File: config.mk
export PLATFORM = sky130hd
export DESIGN_NAME = led_pulse_driver
export DESIGN_NICKNAME = d
export VERILOG_FILES = /design/src/rtl/led_pulse_driver_pkg.sv /design/src/rtl/led_pulse_driver_interval_timer.sv /design/src/rtl/led_pulse_driver.sv
export SDC_FILE = /design/constraint.sdc
export NUM_CORES = 1
export LEC_CHECK = 0
export ABC_AREA = 1
export CAP_MARGIN = 15
export CORE_ASPECT_RATIO = 2
export CORE_MARGIN = 2
export CORE_UTILIZATION = 60
export DETAILED_ROUTE_END_ITERATION = 8
export GPL_TIMING_DRIVEN = 1
export PLACE_DENSITY = 0.87
export SLEW_MARGIN = 20
export SYNTH_ARGS = -nofsm -noshare
export SYNTH_HDL_FRONTEND = slang
export SYNTH_SLANG_ARGS = --single-unit
File: constraint.sdc
create_clock -name clk -period 2.22 [get_ports clk]
set_clock_uncertainty 0.05 [all_clocks]
set_input_delay 0.444 -clock clk [delete_from_list [all_inputs] [get_ports clk]]
set_output_delay 0.444 -clock clk [all_outputs]
set_load 0.01 [all_outputs]
File: src/rtl/led_pulse_driver_pkg.sv
// Shared definitions for the LED/buzzer pulse driver and its sibling long-press detector.
// Holds the FSM state encoding and the board timing constants.
package led_pulse_driver_pkg;

    typedef enum logic [1:0] {
        ST_IDLE = 2'd0,
        ST_ON   = 2'd1,
        ST_OFF  = 2'd2,
        ST_FIN  = 2'd3
    } state_t;

    localparam int unsigned CLK_HZ         = 100000000;
    localparam int unsigned ONE_SEC_CYCLES = 100000000;

    // Terminal value for an interval of n cycles, truncated to the counter width.
    function automatic logic [31:0] last_tick(input int unsigned n);
        return 32'(n - 1);
    endfunction

endpackage

File: src/rtl/led_pulse_driver_interval_timer.sv
// Free-running interval counter with synchronous clear, count enable and a
// terminal flag that compares against a limit supplied at run time.
module led_pulse_driver_interval_timer #(
    parameter int unsigned CNT_W = 27
) (
    input  logic             clk,
    input  logic             rst_n,
    input  logic             clear,
    input  logic             enable,
    input  logic [CNT_W-1:0] limit,
    output logic             terminal
);

    logic [CNT_W-1:0] count_reg;

    always_ff @(posedge clk or negedge rst_n) begin
        if (!rst_n) begin
            count_reg <= '0;
        end else if (clear) begin
            count_reg <= '0;
        end else if (enable) begin
            count_reg <= count_reg + 1'b1;
        end
    end

    assign terminal = (count_reg == limit);

endmodule

File: src/rtl/led_pulse_driver.sv
// Turns a one-cycle start request into count timed high pulses on led_out,
// with abort on cancel and a done strobe on normal completion.
module led_pulse_driver
    import led_pulse_driver_pkg::*;
#(
    parameter int unsigned ON_CYCLES  = ONE_SEC_CYCLES,
    parameter int unsigned OFF_CYCLES = ONE_SEC_CYCLES / 2,
    parameter int unsigned CNT_W      = 27,
    parameter int unsigned REP_W      = 4
) (
    input  logic             clk,
    input  logic             rst_n,
    input  logic             start,
    input  logic [REP_W-1:0] count,
    input  logic             cancel,
    output logic             led_out,
    output logic             busy,
    output logic             done
);

    localparam logic [CNT_W-1:0] ON_LIMIT  = CNT_W'(last_tick(ON_CYCLES));
    localparam logic [CNT_W-1:0] OFF_LIMIT = CNT_W'(last_tick(OFF_CYCLES));

    state_t           state_reg, state_next;
    logic [REP_W-1:0] remaining_reg, remaining_next;
    logic             led_reg, busy_reg, done_reg;

    logic             timer_clear;
    logic             timer_enable;
    logic [CNT_W-1:0] timer_limit;
    logic             timer_terminal;

    led_pulse_driver_interval_timer #(
        .CNT_W (CNT_W)
    ) u_timer (
        .clk      (clk),
        .rst_n    (rst_n),
        .clear    (timer_clear),
        .enable   (timer_enable),
        .limit    (timer_limit),
        .terminal (timer_terminal)
    );

    always_comb begin
        state_next     = state_reg;
        remaining_next = remaining_reg;
        timer_clear    = 1'b0;
        timer_enable   = 1'b0;
        timer_limit    = ON_LIMIT;

        case (state_reg)
            ST_IDLE: begin
                // cancel outranks a simultaneous start
                if (start && !cancel) begin
                    if (count != '0) begin
                        state_next     = ST_ON;
                        remaining_next = count;
                        timer_clear    = 1'b1;
                    end else begin
                        state_next = ST_FIN;
                    end
                end
            end

            ST_ON: begin
                timer_limit = ON_LIMIT;
                if (cancel) begin
                    state_next     = ST_IDLE;
                    remaining_next = '0;
                    timer_clear    = 1'b1;
                end else begin
                    timer_enable = 1'b1;
                    if (timer_terminal) begin
                        timer_clear = 1'b1;
                        if (remaining_reg != '0) begin
                            remaining_next = remaining_reg - 1'b1;
                        end
                        // last pulse ends straight into FIN, no trailing gap
                        if (remaining_reg <= REP_W'(1)) begin
                            state_next = ST_FIN;
                        end else begin
                            state_next = ST_OFF;
                        end
                    end
                end
            end

            ST_OFF: begin
                timer_limit = OFF_LIMIT;
                if (cancel) begin
                    state_next     = ST_IDLE;
                    remaining_next = '0;
                    timer_clear    = 1'b1;
                end else begin
                    timer_enable = 1'b1;
                    if (timer_terminal) begin
                        timer_clear = 1'b1;
                        state_next  = ST_ON;
                    end
                end
            end

            ST_FIN: begin
                state_next = ST_IDLE;
            end

            default: begin
                state_next     = ST_IDLE;
                remaining_next = '0;
                timer_clear    = 1'b1;
            end
        endcase
    end

    always_ff @(posedge clk or negedge rst_n) begin
        if (!rst_n) begin
            state_reg     <= ST_IDLE;
            remaining_reg <= '0;
            led_reg       <= 1'b0;
            busy_reg      <= 1'b0;
            done_reg      <= 1'b0;
        end else begin
            state_reg     <= state_next;
            remaining_reg <= remaining_next;
            led_reg       <= (state_next == ST_ON);
            busy_reg      <= (state_next == ST_ON) || (state_next == ST_OFF);
            done_reg      <= (state_next == ST_FIN);
        end
    end

    assign led_out = led_reg;
    assign busy    = busy_reg;
    assign done    = done_reg;

endmodule

==> results.sh, run 1 <==
export IMPL_outcome="completed"
export IMPL_cp_num_buf_inv=3
export IMPL_synth_seq_cells=36
export IMPL_tightest_slew_ns=0.793
export IMPL_dpl_hpwl_um=4050
export IMPL_coreArea_um2=4050
export IMPL_rsz0062_at_grt="no"
export IMPL_yosysWarningCount=0
export IMPL_dieWidth_um=49.8
export IMPL_maxSlewViolCount=0
export IMPL_whs_ns=0.183
export IMPL_syn_num_nets=332
export IMPL_htreeDepth=2
export IMPL_drtAntennaViolNets=0
export IMPL_min_path_type="in -> async"
export IMPL_yosysSeqAreaShare_pct=35.8
export IMPL_path_delay_family="simple AND/OR/NAND/NOR gates"
export IMPL_seqCellArea_um2=902
export IMPL_fin_crit_sh_pct=93.6
export IMPL_cp_cell_sequence="inv_2 > ha_4 > nand2_1 > nor2_1 > nand2_1 > nand2_1 > nand2_2 > nor2_4 > buf_4 > nor2_1 > nor2_1 > a21oi_1 > ha_1 > inv_1"
export IMPL_fill_cells=326
export IMPL_fin_crit_ns=2.08
export IMPL_numClockSinks=36
export IMPL_die_h_um=95.6
export IMPL_multiInputGateArea_um2=1420
export IMPL_drive_above_1_share_pct=23.2
export IMPL_drtIter0Drc=71
export IMPL_syn_avg_cell_area_um2=8.05
export IMPL_fin_util_pct=69.9
export IMPL_slew_headroom_pct=47.1
export IMPL_clock_fmax_mhz=481
export IMPL_cp_slowest_cell="dfrtp_1"
export IMPL_firstDrtPassIters=4
export IMPL_clk_path_buf_depth=2
export IMPL_antenna_cells=0
export IMPL_routed_via_density=5.44
export IMPL_grt_pass1_vias=2139
export IMPL_drc=0
export IMPL_setup_viol=0
export IMPL_clk_latency_ns=0.29
export IMPL_grt_pass1_wl_um=9070
export IMPL_nNetsFinal=354
export IMPL_cp_start_kind="flip-flop"
export IMPL_synth_fa_ha_area_share_pct=5.46
export IMPL_largest_reg_flops=27
export IMPL_max_stage_delay_ns=0.40
export IMPL_pre_cts_ws_ns=-0.0213
export IMPL_wl_per_cell_um=14.2
export IMPL_arrival_ns=2.21
export IMPL_initial_utilization_pct=62.2
export IMPL_p_per_area_nw_per_um2=828
export IMPL_design_area_um2=2830
export IMPL_clk_pin_slew_ns=0.07
export IMPL_leakagePower_nw=1.29
export IMPL_gr_total_overflow=0
export IMPL_ir_worst_vdd_v=0.000854
export IMPL_syn2layout_area_growth_pct=12.2
export IMPL_yosys_area_share_simple_pct=30.1
export IMPL_wl_um=5510
export IMPL_synth_compound_area_share_pct=12.1
export IMPL_critPathKind="reg -> reg"
export IMPL_placed_area_um2=2670
export IMPL_portBuffers=10
export IMPL_synth_top_family_by_area="simple AND/OR/NAND/NOR gates"
export IMPL_cp_end_kind="flip-flop"
export IMPL_syn_area_um2=2520
export IMPL_track_usage_pct=25.3
export IMPL_cts_tree="yes"
export IMPL_clock_tree_root_cell="clkbuf_8"
export IMPL_max_cap_violations=0
export IMPL_num_vias=2112
export IMPL_fin_setup_tns_ns=0
export IMPL_antenna_found_initial=0
export IMPL_critPathMaxFanout=5
export IMPL_hold_viol=0
export IMPL_synth_distinct_cells=33
export IMPL_rows=33
export IMPL_gp_congestion=0.904
export IMPL_grt_max_degree=37
export IMPL_io_pins=11
export IMPL_synth_xor_area_share_pct=7.65
export IMPL_crit_required_ns=2.35
export IMPL_finalWorstSetupSlack_ns=0.142
export IMPL_numCtsBuffers=5
export IMPL_dieArea_um2=4760
export IMPL_synth_area_mux_share_pct=0
export IMPL_syn_instance_count=313
[placed cells by master (no fill, tap or decap), types with 2 or more instances in the layout]
cell type,synthesis,layout
nand2_1,71,70
inv_1,37,35
dfrtp_1,36,35
nor2_1,25,25
a21oi_2,20,20
nand3_1,18,18
xor2_1,16,16
ha_1,11,10
nand2_2,8,9
clkdlybuf4s50_1,0,9
buf_4,0,9
a21oi_1,8,8
inv_2,5,7
nand4_1,6,6
o21ai_0,6,6
nor2_4,4,6
xnor2_1,6,6
clkbuf_8,0,6
nor3_1,5,5
o22ai_1,4,4
clkinv_2,1,3
nor2_2,5,3
nand2_4,3,3
nand3_2,2,2
nand4_2,2,2
nor4_1,2,2
[Yosys cell counts (all sizes together)]
cell type,count,area share [%]
clkbuf,2,0.30
xor2,16,5.6
o22ai,4,0.99
nor3,7,2.0
xnor2,6,2.1
buf,3,2.0
nor4,2,0.50
o21ai,7,1.4
ha,11,5.5
nand4,8,2.5
o21a,1,0.30
o21bai,1,0.45
nand3,20,4.4
dfrtp,36,36
a21boi,1,0.45
inv,42,6.3
nand2,82,14
a21oi,28,8.5
clkinv,2,0.35
nor2,34,6.8
[layout make-up]
class / count / share of cell area [%]
flip-flops and latches: 36 / 31.9
well taps: 52 / 2.30
clock inverters: 2 / 0.354
inverters: 44 / 5.89
clock buffers: 6 / 2.92
repair buffers: 20 / 6.46
multi-input cells: 228 / 50.2
[per-stage QoR]
stage	total power, W	instances
3_5_place_dp	0.00179	375
2_1_floorplan	0.00156	313
4_1_cts	0.00228	383
3_3_place_gp	0.00176	375
5_1_grt	0.00249	388
6_report	0.00234	388
[cells by family (layout without fill, tap and decap cells)]
logic type,count (synthesis),count (layout)
compound gates,42,42
xor+xnor,22,22
fa+ha+maj,11,11
buf+inv,49,72
flops,36,36
simple gates,153,153
[per-layer routing]
layer,up-vias,part of all wire (%),GRT usage (%)
li1,1036,-,-
met1,966,34,25.1
met2,73,57,47.3
met3,37,3.5,3.92
met4,0,5.7,16.7
met5,-,0,0
[path summary, 6_finish.rpt]
path	start	end	slack (ns)	cells past startpoint
max	state_reg[0]$_DFF_PN0_	busy$_DFF_PN0_	0.14	14
min	rst_n	u_timer.count_reg[1]$_DFFE_PN0P_	0.18	1
max reg2reg	state_reg[0]$_DFF_PN0_	busy$_DFF_PN0_	0.14	14
min reg2reg	remaining_reg[1]$_DFFE_PN0P_	remaining_reg[1]$_DFFE_PN0P_	0.46	2
max in group asynchronous	rst_n	state_reg[1]$_DFF_PN0_	1.37	1
min in group clk	remaining_reg[1]$_DFFE_PN0P_	remaining_reg[1]$_DFFE_PN0P_	0.46	2
[power breakdown]
part	switching (W)	internal [W]	total, W
Combinational	0.000638	0.000410	0.00105
Clock	0.000236	0.000248	0.000483
Sequential	0.0000697	0.000739	0.000808
[timing repair]
action | in CTS | in global routing
resized for setup | 1 | 7
pin swaps | 0 | 3
buffers inserted | 0 | 5
hold buffers | 0 | 0
setup endpoints to repair | 1 | 3
(Power assumes the default switching activity.)
==> run 2, diff against run 1 <==
Settings changed: ABC_AREA 1 to not set, CORE_UTILIZATION 60 to 59.
==> run 2 against run 1 <==
- routed wire length up 9.3%
- the run now ends with setup timing left
- sequential cell count unchanged
- final cell count down 19%
- via count down 6.3%
- setup slack worse by 0.43 ns
==> results.sh, run 2 <==
export IMPL_grt_max_degree=37
export IMPL_io_pins=11
export IMPL_async_flop_share_pct=100
export IMPL_initial_utilization_pct=61.8
export IMPL_syn_avg_cell_area_um2=9.56
export IMPL_cts_tree="yes"
export IMPL_nNetsFinal=285
export IMPL_critPathMaxFanout=7
export IMPL_rsz0062_at_grt="yes"
export IMPL_yosysWarningCount=0
export IMPL_yosysSeqAreaShare_pct=42.7
export IMPL_combPwrFrac_pct=40.2
export IMPL_portBuffers=10
export IMPL_largest_reg_flops=27
export IMPL_gp_congestion=0.941
export IMPL_numClockSinks=36
export IMPL_maxSlewViolCount=0
export IMPL_routed_via_density=6.28
export IMPL_yosys_top_cells_area="dfrtp_1 43%, xor2_1 9.1%, ha_1 6.5%"
export IMPL_tightest_slew_ns=0.460
export IMPL_die_h_um=88.6
export IMPL_min_path_type="reg -> reg"
export IMPL_critPathKind="reg -> reg"
export IMPL_syn2layout_area_growth_pct=30.3
export IMPL_outcome="finished with violations"
export IMPL_syn_instance_count=221
export IMPL_wl_um=6020
export IMPL_clk_pin_slew_ns=0.08
export IMPL_drtIter0Drc=89
export IMPL_reg2reg_depth=9
export IMPL_rows=30
export IMPL_synth_distinct_cells=39
export IMPL_grt_pass1_wl_um=8800
export IMPL_coreArea_um2=3420
export IMPL_htreeDepth=2
export IMPL_slew_headroom_pct=69.4
export IMPL_endpoint="u_timer.count_reg[26]$_DFFE_PN0P_"
export IMPL_fin_crit_sh_pct=113
export IMPL_netlist_top_cells_count="36 x dfrtp_1, 34 x nor2_1, 22 x xor2_1, 16 x nand2_1, 11 x ha_1"
export IMPL_dpl_hpwl_um=3510
export IMPL_violations="setup timing"
export IMPL_yosys_most_used_dff="dfrtp_1"
export IMPL_synth_seq_cells=36
export IMPL_track_usage_pct=29.7
export IMPL_r2r_slack_ns=-0.29
export IMPL_grt_pass1_vias=1936
export IMPL_max_cap_violations=0
export IMPL_clock_tree_root_cell="clkbuf_8"
export IMPL_arrival_ns=2.63
export IMPL_leakagePower_nw=1.20
export IMPL_clock_fmax_mhz=398
export IMPL_yosysTopAreaCell="dfrtp_1"
export IMPL_clkPwrFrac_pct=25.0
export IMPL_whs_ns=0.497
export IMPL_clk_path_buf_depth=2
export IMPL_dieArea_um2=4100
export IMPL_layout_common_cells="36 x dfrtp_1, 33 x nor2_1, 27 x buf_4, 22 x xor2_1, 16 x nand2_1"
export IMPL_intPower_w=0.00146
export IMPL_num_vias=1978
export IMPL_gr_total_overflow=0
export IMPL_antenna_cells=0
export IMPL_p_per_area_nw_per_um2=828
export IMPL_dieWidth_um=46.3
export IMPL_crit_required_ns=2.34
export IMPL_ir_worst_vdd_v=0.000559
export IMPL_rr_endpoint="u_timer.count_reg[26]$_DFFE_PN0P_"
export IMPL_syn_num_nets=240
export IMPL_synth_top_cell_area_share_pct=42.7
export IMPL_fill_cells=194
export IMPL_power_w=0.00228
export IMPL_fin_setup_tns_ns=-8.11
export IMPL_firstDrtPassIters=5
export IMPL_finalWorstSetupSlack_ns=-0.291
export IMPL_final_common_cell="dfrtp_1"
export IMPL_clk_latency_ns=0.29
export IMPL_sw_frac_of_total_pct=35.9
export IMPL_drtAntennaViolNets=0
export IMPL_synth_edf_count=0
export IMPL_cp_start_kind="flip-flop"
export IMPL_antenna_found_initial=0
export IMPL_wl_per_cell_um=19.1
export IMPL_drive_above_1_share_pct=21.7
export IMPL_hold_viol=0
export IMPL_fin_crit_ns=2.51
export IMPL_power_switching_w=0.000817
export IMPL_critPathLaunch="state_reg[1]$_DFF_PN0_"
export IMPL_r2r_start="state_reg[1]$_DFF_PN0_"
export IMPL_setup_viol=35
export IMPL_p_seq_share_pct=34.8
export IMPL_drc=0
export IMPL_syn_area_um2=2110
export IMPL_numCtsBuffers=5
export IMPL_cp_end_kind="flip-flop"
export IMPL_yosysMostFrequentCell="dfrtp_1"
## run 2: area by class of cell
| class | instances | area, um2 | area share [%] |
|---|---|---|---|
| clock buffers | 6 | 72.6 | 2.64 |
| clock inverters | 2 | 35.0 | 1.27 |
| inverters | 9 | 33.8 | 1.23 |
| multi-input cells | 171 | 1260 | 45.7 |
| flip-flops and latches | 36 | 901 | 32.7 |
| well taps | 48 | 60.1 | 2.18 |
| repair buffers | 43 | 393 | 14.3 |
## run 2: cell families after synthesis
group | synth area share [%]
compound gates | 10.2
xor+xnor | 10.4
fa+ha+maj | 6.52
buf+inv | 2.84
flops | 42.7
mux | 0.948
simple gates | 26.4
## run 2: timing repair
action,4_1_cts,5_1_grt
endpoints found under the setup margin,35,35
pin swaps,6,6
buffers inserted,3,2
hold buffers,0,0
resized for setup,9,6
gates cloned,0,2
## run 2: worst min-delay path by stage
| stage | from | to | slack, ns | cells after the start |
|---|---|---|---|---|
| CTS | remaining_reg[3]$_DFFE_PN0P_ | remaining_reg[3]$_DFFE_PN0P_ | 0.50 | 2 |
| global route | u_timer.count_reg[6]$_DFFE_PN0P_ | u_timer.count_reg[6]$_DFFE_PN0P_ | 0.54 | 2 |
| floorplan | rst_n | busy$_DFF_PN0_ | 0.1 | 0 |
| global placement | u_timer.count_reg[6]$_DFFE_PN0P_ | u_timer.count_reg[6]$_DFFE_PN0P_ | 0.48 | 2 |
| finish | u_timer.count_reg[6]$_DFFE_PN0P_ | u_timer.count_reg[6]$_DFFE_PN0P_ | 0.50 | 2 |
| detailed placement | u_timer.count_reg[6]$_DFFE_PN0P_ | u_timer.count_reg[6]$_DFFE_PN0P_ | 0.48 | 2 |
## run 2: critical path: stages, from the launching register on
cell and delay [ns]:
dfrtp_1 0.43, ha_4 0.20, or3b_4 0.41, a2111oi_4 0.40
buf_4 0.19, o2111ai_1 0.16, a21oi_2 0.18, buf_6 0.14
clkbuf_16 0.15, nor2_1 0.07
## run 2: power by group through the flow
stage	clock, W	sequential, W	combinational (W)
finish	0.000569	0.000794	0.000915
global route	0.000608	0.000801	0.000979
CTS	0.000572	0.000788	0.000743
detailed placement	0	0.000803	0.000690
global placement	0	0.000795	0.000665
floorplan	0	0.000803	0.000405
## run 2: through the flow
| stage | cell area [um2] | utilization [%] | setup slack [ns] | cells |
|---|---|---|---|---|
| floorplan | 2150 | - | -0.140 | 221 |
| global placement | 2490 | 72.8 | -0.142 | 300 |
| detailed placement | 2490 | 72.8 | -0.214 | 300 |
| CTS | 2670 | 78.1 | -0.166 | 311 |
| global route | 2750 | 80.5 | -0.296 | 315 |
| finish | 2750 | 80.5 | -0.291 | 315 |
## run 2: layer usage
metal,vias to the layer above,track usage (%),routed length (um)
met2,84,50.4,3200
li1,876,-,-
met3,33,7.76,347
met1,985,32.2,2160
met5,-,0,0
met4,0,15.6,310
==> run 3, diff against run 2 <==
Settings changed: GPL_ROUTABILITY_DRIVEN set to 0.
==> results of run 3 <==
Final layout, timing and power as in run 2 (identical DEF).
==> patch 1: new RTL, settings of run 2 <==
Set the parameter `REP_W` to 5 (it was 4).
--- a/src/rtl/led_pulse_driver.sv
+++ b/src/rtl/led_pulse_driver.sv
@@ -7,5 +7,5 @@
     parameter int unsigned OFF_CYCLES = ONE_SEC_CYCLES / 2,
     parameter int unsigned CNT_W      = 27,
-    parameter int unsigned REP_W      = 4
+    parameter int unsigned REP_W      = 5
 ) (
     input  logic             clk,
Interface: changed (resized count); port bits go from 11 to 12. No check against the original RTL was run, so the function may have changed too.
==> patch 1 against run 2 <==
The run still ends with negative setup slack left. Final cell count grew 16%. Worst setup slack worse by 0.13 ns. Synthesized cell count grew 4.5%. Synthesized area grew 18%. Power rose by 23%. Wire length is 62% higher. Final area is 25% higher. Sequential cell count increased by 1. Critical endpoint is now busy. Largest cell class unchanged.
==> patch 1: results (changes against run 2) <==
| Metric | Value |
|---|---|
| Setup bufs post-CTS | `6 (was 3)` |
| Finished Cell Area | `3440 sq um (was 2750 sq um)` |
| Xor and xnor area share after synthesis | `0.0847 (was 0.104)` |
| Post-Layout Cell Count | `365 (was 315)` |
| Synth top area cells | `dfrtp_1 37%, nor2_4 9.1%, xnor2_1 6.7% (was dfrtp_1 43%, xor2_1 9.1%, ha_1 6.5%)` |
| DR vias/cell | `6.80 (was 6.28)` |
| Leakage power | `1.47 nW (was 1.20 nW)` |
| Syn nets | `251 (was 240)` |
| Buffers on Ports | `11 (was 10)` |
| DP Area | `3060 sq um (was 2490 sq um)` |
| Mux contribution to synthesized area | `0.0227 (was 0.00948)` |
| Failing checks | `negative setup slack (unchanged)` |
| Rel. slew slack | `0.428 (was 0.694)` |
| GPL Wtd Cong | `0.950 (was 0.941)` |
| Sequential share of the synthesized area | `0.373 (was 0.427)` |
| Largest net degree at the start of global routing | `38 (was 37)` |
| Initial drt markers | `196 (was 89)` |
| Most frequent cells after synthesis | `37 x dfrtp_1, 20 x nor2_4, 19 x xnor2_1, 15 x nand2_1, 15 x nor2_1 (was 36 x dfrtp_1, 34 x nor2_1, 22 x xor2_1, 16 x nand2_1, 11 x ha_1)` |
| Post-synth cell types | `62 (was 39)` |
| Internal | `1.69 mW (was 1.46 mW)` |
| Hold crit path type | `in -> async (was reg -> reg)` |
| First-pass GRT wire length | `12300 um (was 8800 um)` |
| Max rail drop VDD | `0.905 mV (was 0.559 mV)` |
| Final WL | `9740 um (was 6020 um)` |
| GRT Total Usage | `0.351 (was 0.297)` |
| PnR worst setup slack | `-0.420 ns (was -0.291 ns)` |
| Fillcell total | `187 (was 194)` |
| WHS | `0.208 ns (was 0.497 ns)` |
| Initial DRT Pass Iterations | `4 (was 5)` |
| Share of cells above drive strength 1 | `0.438 (was 0.217)` |
| Vias in the first global route | `2438 (was 1936)` |
| TNS Setup | `-7.54 ns (was -8.11 ns)` |
| Cells after Synth | `231 (was 221)` |
| Critical path peak fanout | `5 (was 7)` |
| Status | `finished with violations (unchanged)` |
| Final setup viols | `37 (was 35)` |
| Cells after DPL | `348 (was 300)` |
-- patch 1: cell types whose count changed after synthesis, moves of 4 or more --
cell	before	now
or4bb_1	4	0
nor4_1	1	7
nand4_1	10	3
xnor2_1	3	19
nor3b_1	0	4
nor2_4	0	20
nor2_1	34	15
o21ai_0	5	1
xor2_1	22	5
and3_1	4	0
-- patch 1: worst paths after layout --
path | from | endpoint | cells past startpoint
worst max-delay path | state_reg[0] | busy | 10
worst min-delay path | rst_n | u_timer.count_reg[10] | 1
worst max register to register | state_reg[0] | busy | 10
worst min register to register | remaining_reg[4] | remaining_reg[4] | 1
max in group asynchronous | rst_n | u_timer.count_reg[3] | 1
min in group clk | remaining_reg[4] | remaining_reg[4] | 1
-- patch 1: routing by layer --
layer / vias up / global-route usage / wire [um]
li1: 987 / - / -
met1: 1194 / 0.357 / 3120
met2: 224 / 0.632 / 4920
met3: 77 / 0.0512 / 838
met4: 0 / 0.264 / 863
met5: - / 0 / 0
-- patch 1: final cells by class --
class                   instances  area share
multi-input cells             178       0.467
flip-flops and latches         37       0.269
repair buffers                 80       0.204
clock buffers                   7      0.0280
well taps                      52      0.0189
inverters                      10      0.0116
clock inverters                 1     0.00145
-- patch 1: worst max-delay path, stage by stage (launching register included) --
cell and delay [ns]:
dfrtp_1 0.40, inv_2 0.10, ha_4 0.20, and4bb_1 0.22
nand2_2 0.10, buf_4 0.18, a211oi_4 0.36, mux2_4 0.35
o22a_1 0.22, ha_1 0.30, inv_1 0.05
-- patch 1: power by group through the flow --
stage,sequential [mW],clock (mW),combinational (mW)
2_1_floorplan,0.841,0,0.656
3_3_place_gp,0.825,0,1.02
3_5_place_dp,0.834,0,1.06
4_1_cts,0.820,0.530,1.23
5_1_grt,0.837,0.557,1.47
6_report,0.829,0.540,1.43
==> patch 2: new RTL, config.mk and constraints of run 2 <==
Made on the original files. Remove the register `done_reg`: a continuous assignment takes its place, so the output `done` follows one clock earlier.
--- a/src/rtl/led_pulse_driver.sv
+++ b/src/rtl/led_pulse_driver.sv
@@ -119,5 +119,4 @@
             led_reg       <= 1'b0;
             busy_reg      <= 1'b0;
-            done_reg      <= 1'b0;
         end else begin
             state_reg     <= state_next;
@@ -125,7 +124,8 @@
             led_reg       <= (state_next == ST_ON);
             busy_reg      <= (state_next == ST_ON) || (state_next == ST_OFF);
-            done_reg      <= (state_next == ST_FIN);
         end
     end
+
+    assign done_reg = (state_next == ST_FIN);
 
     assign led_out = led_reg;
Behaviour: not the same (Yosys sat finds a counterexample within 4 cycles, from zero or initial values and one cycle with rst_n low).
==> patch 2 against run 2 <==
The run still ends with negative setup slack left. Power is 3.9% higher. Wire length up 20%. Synthesized area shrank 1.2%. Via count increased by 13%. Sequential share of layout area is 3.0 points lower. Final cell count up 6.7%. Maximum frequency decreased by 21%. Utilization rose by 6.7 points. Final area rose by 7.1%. Worst setup slack got worse by 0.67 ns. Sequential cell count is 1 lower. Global-route usage up 9.2 points. Highest routed layer unchanged.
==> patch 2: results (changes against run 2) <==
| Metric | Value |
|---|---|
| Status | `finished with violations (unchanged)` |
| Failing checks | `negative setup slack (unchanged)` |
| GPL Wtd Cong | `0.886 (was 0.941)` |
| Dpl ws | `-1.00 ns (was -0.214 ns)` |
| Sequential share of the synthesized area | `0.420 (was 0.427)` |
| Final setup viols | `36 (was 35)` |
| First-pass GRT wire length | `11300 um (was 8800 um)` |
| Mux contribution to synthesized area | `0.00959 (was 0.00948)` |
| Hold crit path type | `in -> async (was reg -> reg)` |
| Critical path peak fanout | `5 (was 7)` |
| Initial DRT Pass Iterations | `6 (was 5)` |
| DP Wirelength | `4360 um (was 3510 um)` |
| Max rail drop VDD | `0.559 mV (about the same)` |
| Max FFs per register | `27 (unchanged)` |
| Adder-Cell Fraction of Synth Area | `0.0659 (was 0.0652)` |
| Leakage power | `1.36 nW (was 1.20 nW)` |
| Syn Area/Cell | `9.49 sq um (was 9.56 sq um)` |
| Reg2reg setup slack | `-0.49 ns (was -0.29 ns)` |
| GRT Total Usage | `0.389 (was 0.297)` |
| Met1 usage | `0.362 (was 0.322)` |
| PnR worst setup slack | `-0.960 ns (was -0.291 ns)` |
| Share of cells above drive strength 1 | `0.316 (was 0.217)` |
| Syn nets | `239 (was 240)` |
| Post-Layout Cell Count | `336 (was 315)` |
| DR vias/cell | `6.64 (was 6.28)` |
| Final net count | `322 (was 285)` |
| Vias in the first global route | `2407 (was 1936)` |
| R2R Path End | `busy (was u_timer.count_reg[26])` |
| Worst Setup EP | `done (was u_timer.count_reg[26])` |
| Slowest-stage cell, CP | `or4bb_1 (was dfrtp_1)` |
| Synth top area cells | `dfrtp_1 42%, xor2_1 9.2%, ha_1 6.6% (was dfrtp_1 43%, xor2_1 9.1%, ha_1 6.5%)` |
| WHS | `0.519 ns (was 0.497 ns)` |
| Most frequent cells after synthesis | `35 x dfrtp_1, 34 x nor2_1, 22 x xor2_1, 16 x nand2_1, 11 x ha_1 (was 36 x dfrtp_1, 34 x nor2_1, 22 x xor2_1, 16 x nand2_1, 11 x ha_1)` |
| GR Util met2 | `0.654 (was 0.504)` |
| Reg-to-reg startpoint | `state_reg[0] (was state_reg[1])` |
| Largest net degree at the start of global routing | `36 (was 37)` |
| Final WL | `7220 um (was 6020 um)` |
| DP Area | `2740 sq um (was 2490 sq um)` |
| Xor and xnor area share after synthesis | `0.105 (was 0.104)` |
| Synth Area in Compound Gates | `0.104 (was 0.102)` |
| CP delay by family, top | `simple AND/OR/NAND/NOR gates (was compound AO/OA/AOI/OAI gates)` |
| Initial drt markers | `124 (was 89)` |
| Rel. slew slack | `0.678 (was 0.694)` |
| TNS Setup | `-12.87 ns (was -8.11 ns)` |
## patch 2: what timing repair did
item | CTS | global route
setup endpoints to repair | 35 | 36
gates resized for setup | 9 | 5
buffers inserted | 4 | 6
pin swaps | 10 | 14
## patch 2: layout make-up
type / count / area [sq um] / share of cell area
multi-input combinational: 171 / 1240 / 0.422
tap: 32 / 40.0 / 0.0136
clock buffer: 8 / 100 / 0.0340
timing repair buffer: 81 / 654 / 0.222
sequential: 35 / 876 / 0.297
inverter: 9 / 33.8 / 0.0115
## patch 2: per-layer routing
| metal | part of all wire | vias up |
|---|---|---|
| li1 | - | 950 |
| met1 | 0.33 | 1070 |
| met2 | 0.52 | 143 |
| met3 | 0.076 | 68 |
| met4 | 0.075 | 0 |
| met5 | 0 | - |
## patch 2: power breakdown
part / switching [mW] / internal [mW]
Combinational: 0.569 / 0.508
Clock: 0.236 / 0.283
Sequential: 0.0551 / 0.715
Total: 0.860 / 1.51
